$ cat src/rtl/multiply_unit_64_pkg.sv
// Shared widths, state encoding and helpers for the
// shift-add multiplier and its register file.
package multiply_unit_64_pkg;

  localparam int N_DEF = 32;
  localparam int M_DEF = 64;

  localparam logic [1:0] IDLE  = 2'd0;
  localparam logic [1:0] RUN   = 2'd1;
  localparam logic [1:0] WRITE = 2'd2;

  function automatic int log2w(input int v);
    int r;
    r = 0;
    for (int i = 0; i < 31; i++)
      if ((1 << i) < v) r = i + 1;
    return r;
  endfunction

endpackage

$ cat src/rtl/multiply_unit_64_if.sv
// Request/result bundle between the register file
// and the multiplier.
interface multiply_unit_64_if
  import multiply_unit_64_pkg::*;
#(
  parameter int n = N_DEF,
  parameter int m = M_DEF
);

  localparam int AW = log2w(n);

  logic          start;
  logic [m-1:0]  A;
  logic [m-1:0]  B;
  logic [AW-1:0] dest;
  logic          busy;
  logic [m-1:0]  D;
  logic [AW-1:0] DA;
  logic          WR;

  modport master (
    output start, A, B, dest,
    input  busy, D, DA, WR
  );

  modport slave (
    input  start, A, B, dest,
    output busy, D, DA, WR
  );

endinterface

$ cat src/rtl/mult_datapath_64.sv
// Operand, accumulator and result registers with the
// single adder used once per RUN iteration.
module mult_datapath_64
  import multiply_unit_64_pkg::*;
#(
  parameter int n = N_DEF,
  parameter int m = M_DEF,
  localparam int AW = log2w(n)
) (
  input  logic          clock,
  input  logic          reset,
  input  logic          load,
  input  logic          step,
  input  logic          commit,
  input  logic [m-1:0]  a,
  input  logic [m-1:0]  b,
  input  logic [AW-1:0] dest,
  output logic [m-1:0]  d,
  output logic [AW-1:0] da
);

  logic [m-1:0]  mcand;
  logic [m-1:0]  mplier;
  logic [m-1:0]  acc;
  logic [m-1:0]  acc_nx;
  logic [AW-1:0] dst;

  // carry out of the adder is dropped: low m bits only
  assign acc_nx = mplier[0] ? acc + mcand : acc;

  always_ff @(posedge clock or negedge reset) begin
    if (!reset) begin
      mcand  <= '0;
      mplier <= '0;
      acc    <= '0;
      dst    <= '0;
      d      <= '0;
      da     <= '0;
    end else if (load) begin
      mcand  <= a;
      mplier <= b;
      acc    <= '0;
      dst    <= dest;
    end else if (step) begin
      acc    <= acc_nx;
      mcand  <= mcand << 1;
      mplier <= mplier >> 1;
      if (commit) begin
        d  <= acc_nx;
        da <= dst;
      end
    end
  end

endmodule

$ cat src/rtl/multiply_unit_64.sv
// MUL unit: fixed m-cycle shift-add multiply feeding
// the register file write port.
module multiply_unit_64
  import multiply_unit_64_pkg::*;
#(
  parameter int n = N_DEF,
  parameter int m = M_DEF
) (
  input  logic clock,
  input  logic reset,
  multiply_unit_64_if.slave bus
);

  localparam int CW = log2w(m);

  logic [1:0]    state;
  logic [1:0]    state_nx;
  logic [CW-1:0] cnt;
  logic          is_idle;
  logic          is_run;
  logic          is_write;
  logic          last;
  logic          load;

  // unused encoding 3 behaves as IDLE
  assign is_run   = (state == RUN);
  assign is_write = (state == WRITE);
  assign is_idle  = !(is_run || is_write);
  assign last     = is_run && (cnt == CW'(m - 1));
  assign load     = is_idle && bus.start;

  always_comb begin
    state_nx = IDLE;
    unique case (1'b1)
      is_idle:  state_nx = bus.start ? RUN : IDLE;
      is_run:   state_nx = last ? WRITE : RUN;
      is_write: state_nx = IDLE;
      default:  state_nx = IDLE;
    endcase
  end

  always_ff @(posedge clock or negedge reset) begin
    if (!reset) begin
      state <= IDLE;
      cnt   <= '0;
    end else begin
      state <= state_nx;
      if (load)
        cnt <= '0;
      else if (is_run)
        cnt <= cnt + 1'b1;
    end
  end

  assign bus.busy = is_run || is_write;
  assign bus.WR   = is_write;

  mult_datapath_64 #(
    .n(n),
    .m(m)
  ) u_dp (
    .clock (clock),
    .reset (reset),
    .load  (load),
    .step  (is_run),
    .commit(last),
    .a     (bus.A),
    .b     (bus.B),
    .dest  (bus.dest),
    .d     (bus.D),
    .da    (bus.DA)
  );

endmodule
$ cat src/flat_wrapper.sv
// flat-port wrapper written by rule: the top's interface ports become plain ports
module multiply_unit_64_flat import multiply_unit_64_pkg::*;
#(
  parameter int n = N_DEF,
  parameter int m = M_DEF
)
  (clock, reset, bus_start, bus_A, bus_B, bus_dest, bus_busy, bus_D, bus_DA, bus_WR);
  multiply_unit_64_if #(.n(n), .m(m)) bus_i ();
  input  logic clock;
  input  logic reset;
  input wire logic [$bits(bus_i.start)-1:0] bus_start;
  input wire logic [$bits(bus_i.A)-1:0] bus_A;
  input wire logic [$bits(bus_i.B)-1:0] bus_B;
  input wire logic [$bits(bus_i.dest)-1:0] bus_dest;
  output wire logic [$bits(bus_i.busy)-1:0] bus_busy;
  output wire logic [$bits(bus_i.D)-1:0] bus_D;
  output wire logic [$bits(bus_i.DA)-1:0] bus_DA;
  output wire logic [$bits(bus_i.WR)-1:0] bus_WR;
  assign bus_i.start = bus_start;
  assign bus_i.A = bus_A;
  assign bus_i.B = bus_B;
  assign bus_i.dest = bus_dest;
  assign bus_busy = bus_i.busy;
  assign bus_D = bus_i.D;
  assign bus_DA = bus_i.DA;
  assign bus_WR = bus_i.WR;
  multiply_unit_64 #(.n(n), .m(m)) u_core (.clock(clock), .reset(reset), .bus(bus_i));
endmodule
$ cat config.mk
export PLATFORM = sky130hd
export DESIGN_NAME = multiply_unit_64_flat
export DESIGN_NICKNAME = d
export VERILOG_FILES = /design/src/rtl/multiply_unit_64_pkg.sv /design/src/rtl/multiply_unit_64_if.sv /design/src/rtl/mult_datapath_64.sv /design/src/rtl/multiply_unit_64.sv /design/src/flat_wrapper.sv
export SDC_FILE = /design/constraint.sdc
export NUM_CORES = 1
export LEC_CHECK = 0
export ABC_AREA = 0
export BUFFER_PORTS_ARGS = -buffer_cell sky130_fd_sc_hd__buf_4
export CORE_MARGIN = 2
export CORE_UTILIZATION = 30
export DETAILED_ROUTE_END_ITERATION = 8
export PLACE_DENSITY_LB_ADDON = 0.3
export SETUP_SLACK_MARGIN = 0.5
export SLEW_MARGIN = 25
export SYNTH_ARGS = -nofsm -noshare
export SYNTH_HDL_FRONTEND = slang
export SYNTH_SLANG_ARGS = --single-unit
export TNS_END_PERCENT = 1
$ cat constraint.sdc
create_clock -name clock -period 3 [get_ports clock]
set_input_delay 0.3 -clock clock [delete_from_list [all_inputs] [get_ports clock]]
set_output_delay 0.3 -clock clock [all_outputs]
set_load 0.02 [all_outputs]
# After elaboration in Yosys (flattened, before gate mapping)
# Cells that the tools add are included.
dict set report word_totals {
  regBits 274
  latch_bits 0
  ramBits 0
  rom_bits 0
  in_bits 136
  out_inout_bits 71
  wordCells 32
  n_memories 0
}
dict set report op_classes {
  addsub 2
  multipliers 0
  div 0
  order_cmp 0
  n_eq_ne 3
  shift 0
  n_mux 12
  n_bitwise 1
  n_reduce_logical 6
}
# op n
set ops {}
lappend ops {{64-bit two-way mux} 7}
lappend ops {{64-bit adder} 1}
lappend ops {{6-bit two-way mux} 2}
lappend ops {{6-bit by 1-bit adder with 6-bit output (second input constant)} 1}
lappend ops {{6-bit == test (second input constant)} 1}
lappend ops {{2-bit one-hot mux with 2 select lines} 1}
lappend ops {{3-bit AND reduction} 1}
lappend ops {{2-bit by 1-bit == test with 1-bit output (second input constant)} 1}
lappend ops {{2-bit == test (second input constant)} 1}
lappend ops {{1-bit logical AND} 2}
lappend ops {{2-bit two-way mux} 1}
lappend ops {{2-bit nonzero test} 1}
lappend ops {{1-bit logical NOT} 1}
lappend ops {{1-bit logical OR} 1}
lappend ops {{1-bit two-way mux} 1}
lappend ops {{1-bit inverter} 1}

# Logic depth before layout (Yosys ltp)
dict set report depth {
  word_depth 6
  mapped_depth 13
  mapped_depth_nobuf 13
}

# By module
# Synthesis repeated with hierarchy kept, for this count alone.
dict set report unflattened {
  hier_cells 1758
  area_unflattened_um2 15884.0
}
# module n_inst cells_per_inst area_each_um2 seq_area_each_um2
set modules_own_cells {}
lappend modules_own_cells {mult_datapath_64 1 1718 15467.3 6656.4}
lappend modules_own_cells {multiply_unit_64 1 40 416.6 200.2}

# Least setup slack after synthesis
# Ideal clock, no wire load.
dict set report synth_timing {
  path_type {reg-to-reg}
  startpoint {reg u_core.u_dp.mcand[35]}
  endpoint {reg u_core.u_dp.d[56]}
  setup_time_ps 65
  arrival_ps 2913
  required_time_ps 2935
  setup_slack_ps 21
  path_stages_with_launch 12
  n_path_buf 1
  period_less_slack_ps 2979
  path_cell_list {dfrtp_1 -> ha_1 -> clkbuf_1 -> a21o_1 -> o31a_1 -> a2111o_1 -> a311o_1 -> a21oi_2 -> o21ai_1 -> a31oi_1 -> mux2_2 -> nand2_1}
}
dict set report synth_between {
  elab_chain_len 2
}
# element line_no
set synth_lines {}
lappend synth_lines {{from (decl)} mult_datapath_64.sv:22} ;# logic [m-1:0] mcand;
lappend synth_lines {{from (signal assigned)} mult_datapath_64.sv:46} ;# mcand <= mcand << 1;
lappend synth_lines {{64-bit adder} mult_datapath_64.sv:29} ;# assign acc_nx = mplier[0] ? acc + mcand : acc;
lappend synth_lines {{64-bit two-way mux} mult_datapath_64.sv:29}
lappend synth_lines {{to (signal assigned)} mult_datapath_64.sv:49} ;# d <= acc_nx;
lappend synth_lines {{to (decl)} mult_datapath_64.sv:18} ;# output logic [m-1:0] d,
# Every way passes these cells.
# A chain may end at the register's enable or synchronous reset.

# Worst setup path after layout
dict set report layout_timing {
  startpoint {reg u_core.u_dp.mcand[3]}
  endpoint {reg u_core.u_dp.d[63]}
}
# Same word-level chain as after synthesis.

==> metrics.txt <==
Max clock buf depth=3; worst-path fanout max=3; sequential-to-total area share from yosys stat=0.427; layout cells sized above 1=0.283; Die W=235 um; Setup crit start kind=register; Most used DFF post-synth=dfrtp_1; Final Setup Violations=17; Pleak=roughly 11 nW; number of synthesized flops with an enable pin=0; RSZ-0062 raised after global routing=yes; Yosys warning count=0; CP Cell Sequence=ha_4, and2_4, a221oi_4, a21oi_4, o211ai_2, a2111oi_2, buf_4, o211a_1, o311a_1, o21a_1, or4_1, a31oi_1; number of max-cap violations=0; final critical-path share of the clock period=1.05; DRT Pass-1 Iters=5; Worst-Skew Late Latency=between 0.5 and 0.6 ns; Core Box Area=0.0528 mm2; Routability Congestion=about 0.86; Yosys reg bits=274; Nets=~2.5k; global route overflow=0; Synth Instances=1816; CTS root buffer=clkbuf_16; Routed WL=52.0 mm; Worst-Margin Slew=0.755 ns; Comb pwr share=0.588; Port Buffer Count=206; worst slack, placed=-0.318 ns; first-pass GRT wire length=83.7 mm; Critical Path AT=between 3 and 4 ns; via count=15.0k; post-DP HPWL=~37 mm; synth top area cells=dfrtp_1 43%, mux2i_1 11%, nand2_1 8.5%; P_sw=10.8 mW; placement row count=84; PwrDens=1100 mW/mm2; share of the synthesized area in the top cell type=0.427; WS Path Type=reg -> reg; Avg Cell Area, Syn=between 8 and 9 um2; largest net degree at the start of global routing=129; initial drt markers=approximately 810; initial antenna violation count=0; Clk network pwr share=0.174; slowest CP cell=or4_1; vias in the first global route=15.5k; Post-DRT Antenna Nets=0; ant diodes=0; internal power=roughly 15 mW; library cells used by synthesis=69; Final Worst Setup Slack=-0.145 ns; final hold vios=0; final setup TNS=-1.41 ns; # DRC=0; fin. max-slew vios=0; Seq pwr share=0.238; DIE AREA=0.0554 mm2; CTS Buf Count=35; status=finished with violations; Yosys top cell by area=dfrtp_1; Initial Util=0.304; clock skew=approximately 0.026 ns; clock-pin slew on the worst setup and hold paths=0.07 ns; chip height=235 um; Crit. End Element=register; CTS H-tree depth=2; vias per inst=4.96; IO Pins=207; ys async rst share=1.00; Mapped Area=0.0161 mm2; GRT Util Overall=0.186; Syn Nets=roughly 2k; failing checks=setup timing; fmax=318 MHz; # clock sinks=274; crit path time final=3.14 ns; Worst Path Required=3.46 ns; Area Growth Syn to Fin=45.4%; VDD IR max=0.455 mV; TritonCTS clock tree=built; Critical Path Max Stage Delay=about 0.47 ns; Switching Fraction=0.418; Fillers=5125; slew margin rel.=0.496; WL per Instance=about 17 um; worst hold slack=just under 0.006 ns; HP Class=in -> reg
-- what timing repair did --
action,in CTS,in global routing
gates resized for setup,84,76
hold buffers,132,0
endpoints found under the setup margin,100,111
cloned,0,0
endpoints found under the hold margin,166,0
buffers inserted,5,4
pin swaps,66,50
-- critical path: cells and delay by family (launching register included) --
family | cells | cell delay, ns
fa+ha+maj | 1 | 0.26
flops | 1 | 0.42
simple gates | 2 | 0.63
buf+inv | 1 | 0.15
compound gates | 8 | 1.59
-- worst paths after layout --
check	from	end	slack, ns	cells past startpoint
min in group asynchronous	reset	u_core.u_dp.mplier[3]	0.22	2
worst max register to register	u_core.u_dp.mcand[3]	u_core.u_dp.d[63]	-0.14	12
worst min-delay path	bus_A[44]	u_core.u_dp.mcand[44]	0.006	3
worst min register to register	u_core.u_dp.dst[2]	u_core.u_dp.da[2]	0.47	2
max in group asynchronous	reset	u_core.u_dp.mcand[44]	1.85	3
worst max-delay path	u_core.u_dp.mcand[3]	u_core.u_dp.d[63]	-0.14	12
-- layout by cell type (no fill, tap or decap), types with 14 or more instances in the layout --
cell,n
and3_1,18
a21o_1,36
clkbuf_16,36
dfrtp_1,272
o21bai_1,16
nor2_1,72
nand4_1,23
inv_1,23
buf_4,447
mux2i_1,169
xor2_1,15
o21ai_0,206
nor3_1,14
xnor2_1,21
o21ai_1,15
a21oi_1,129
dlygate4sd3_1,132
a21oi_2,19
ha_1,46
nand2_1,358
nand3_1,27
-- per-stage QoR --
step	utilization	instances	instance area (um2)	total power, mW
2_1_floorplan	-	1816	16100	13.8
4_1_cts	0.435	3029	22900	25.1
6_report	0.442	3033	23300	25.7
3_3_place_gp	0.378	2828	19900	19.3
3_5_place_dp	0.378	2828	19900	19.5
5_1_grt	0.442	3033	23300	27.6
-- registers in the layout, indices dropped and copies added (netlist names) --
name,cells
u_core.u_dp.acc,64
u_core.u_dp.d,64
u_core.u_dp.mcand,64
u_core.u_dp.mplier,64
u_core.cnt,6
u_core.u_dp.da,5
u_core.u_dp.dst,5
u_core.state,2
-- layout make-up --
cell class	instances	area [um2]	area share
Multi-Input combinational cell	1388	9380	0.402
Inverter	24	90.1	0.00386
Sequential cell	274	6860	0.294
Clock buffer	51	1040	0.0444
Tap cell	688	861	0.0369
Timing Repair Buffer	595	4930	0.211
Clock inverter	13	185	0.00793
-- Yosys cell counts (all sizes together) (8+ instances only) --
cell / instances
mux2i: 169
a211oi: 16
inv: 24
a31oi: 12
nand2: 363
nand3: 27
o21a: 9
nor3: 20
or3: 9
o31a: 8
and3: 21
xor2: 25
o21ai: 228
buf: 21
o21bai: 17
ha: 66
nor2: 79
dfrtp: 274
mux2: 8
nand4: 23
clkbuf: 109
xnor2: 29
a21o: 36
a21oi: 151
-- metal layers --
layer	GRT usage	wire length (um)	up-vias
met1	0.246	23900	7277
met4	0.0479	984	0
li1	-	-	7392
met2	0.310	24600	300
met5	0	0	-
met3	0.0378	2560	60
-- cell families (layout without fill, tap and decap cells) --
group | count (synthesis) | after routing | share of synthesized area
mux | 177 | 177 | 0.111
simple gates | 570 | 570 | 0.151
fa+ha+maj | 67 | 67 | 0.0527
xor+xnor | 54 | 54 | 0.0295
flops | 274 | 274 | 0.427
compound gates | 520 | 520 | 0.189
buf+inv | 154 | 683 | 0.0394
-- power groups by stage --
stage	Combinational, mW	Clock, mW	Sequential, mW
final	15.1	4.47	6.14
after global routing	16.6	4.75	6.30
after CTS	14.4	4.60	6.11
after detailed placement	13.4	0	6.13
after global placement	13.2	0	6.08
after floorplan	8.05	0	5.80
Power figures use the tool's default switching activity.
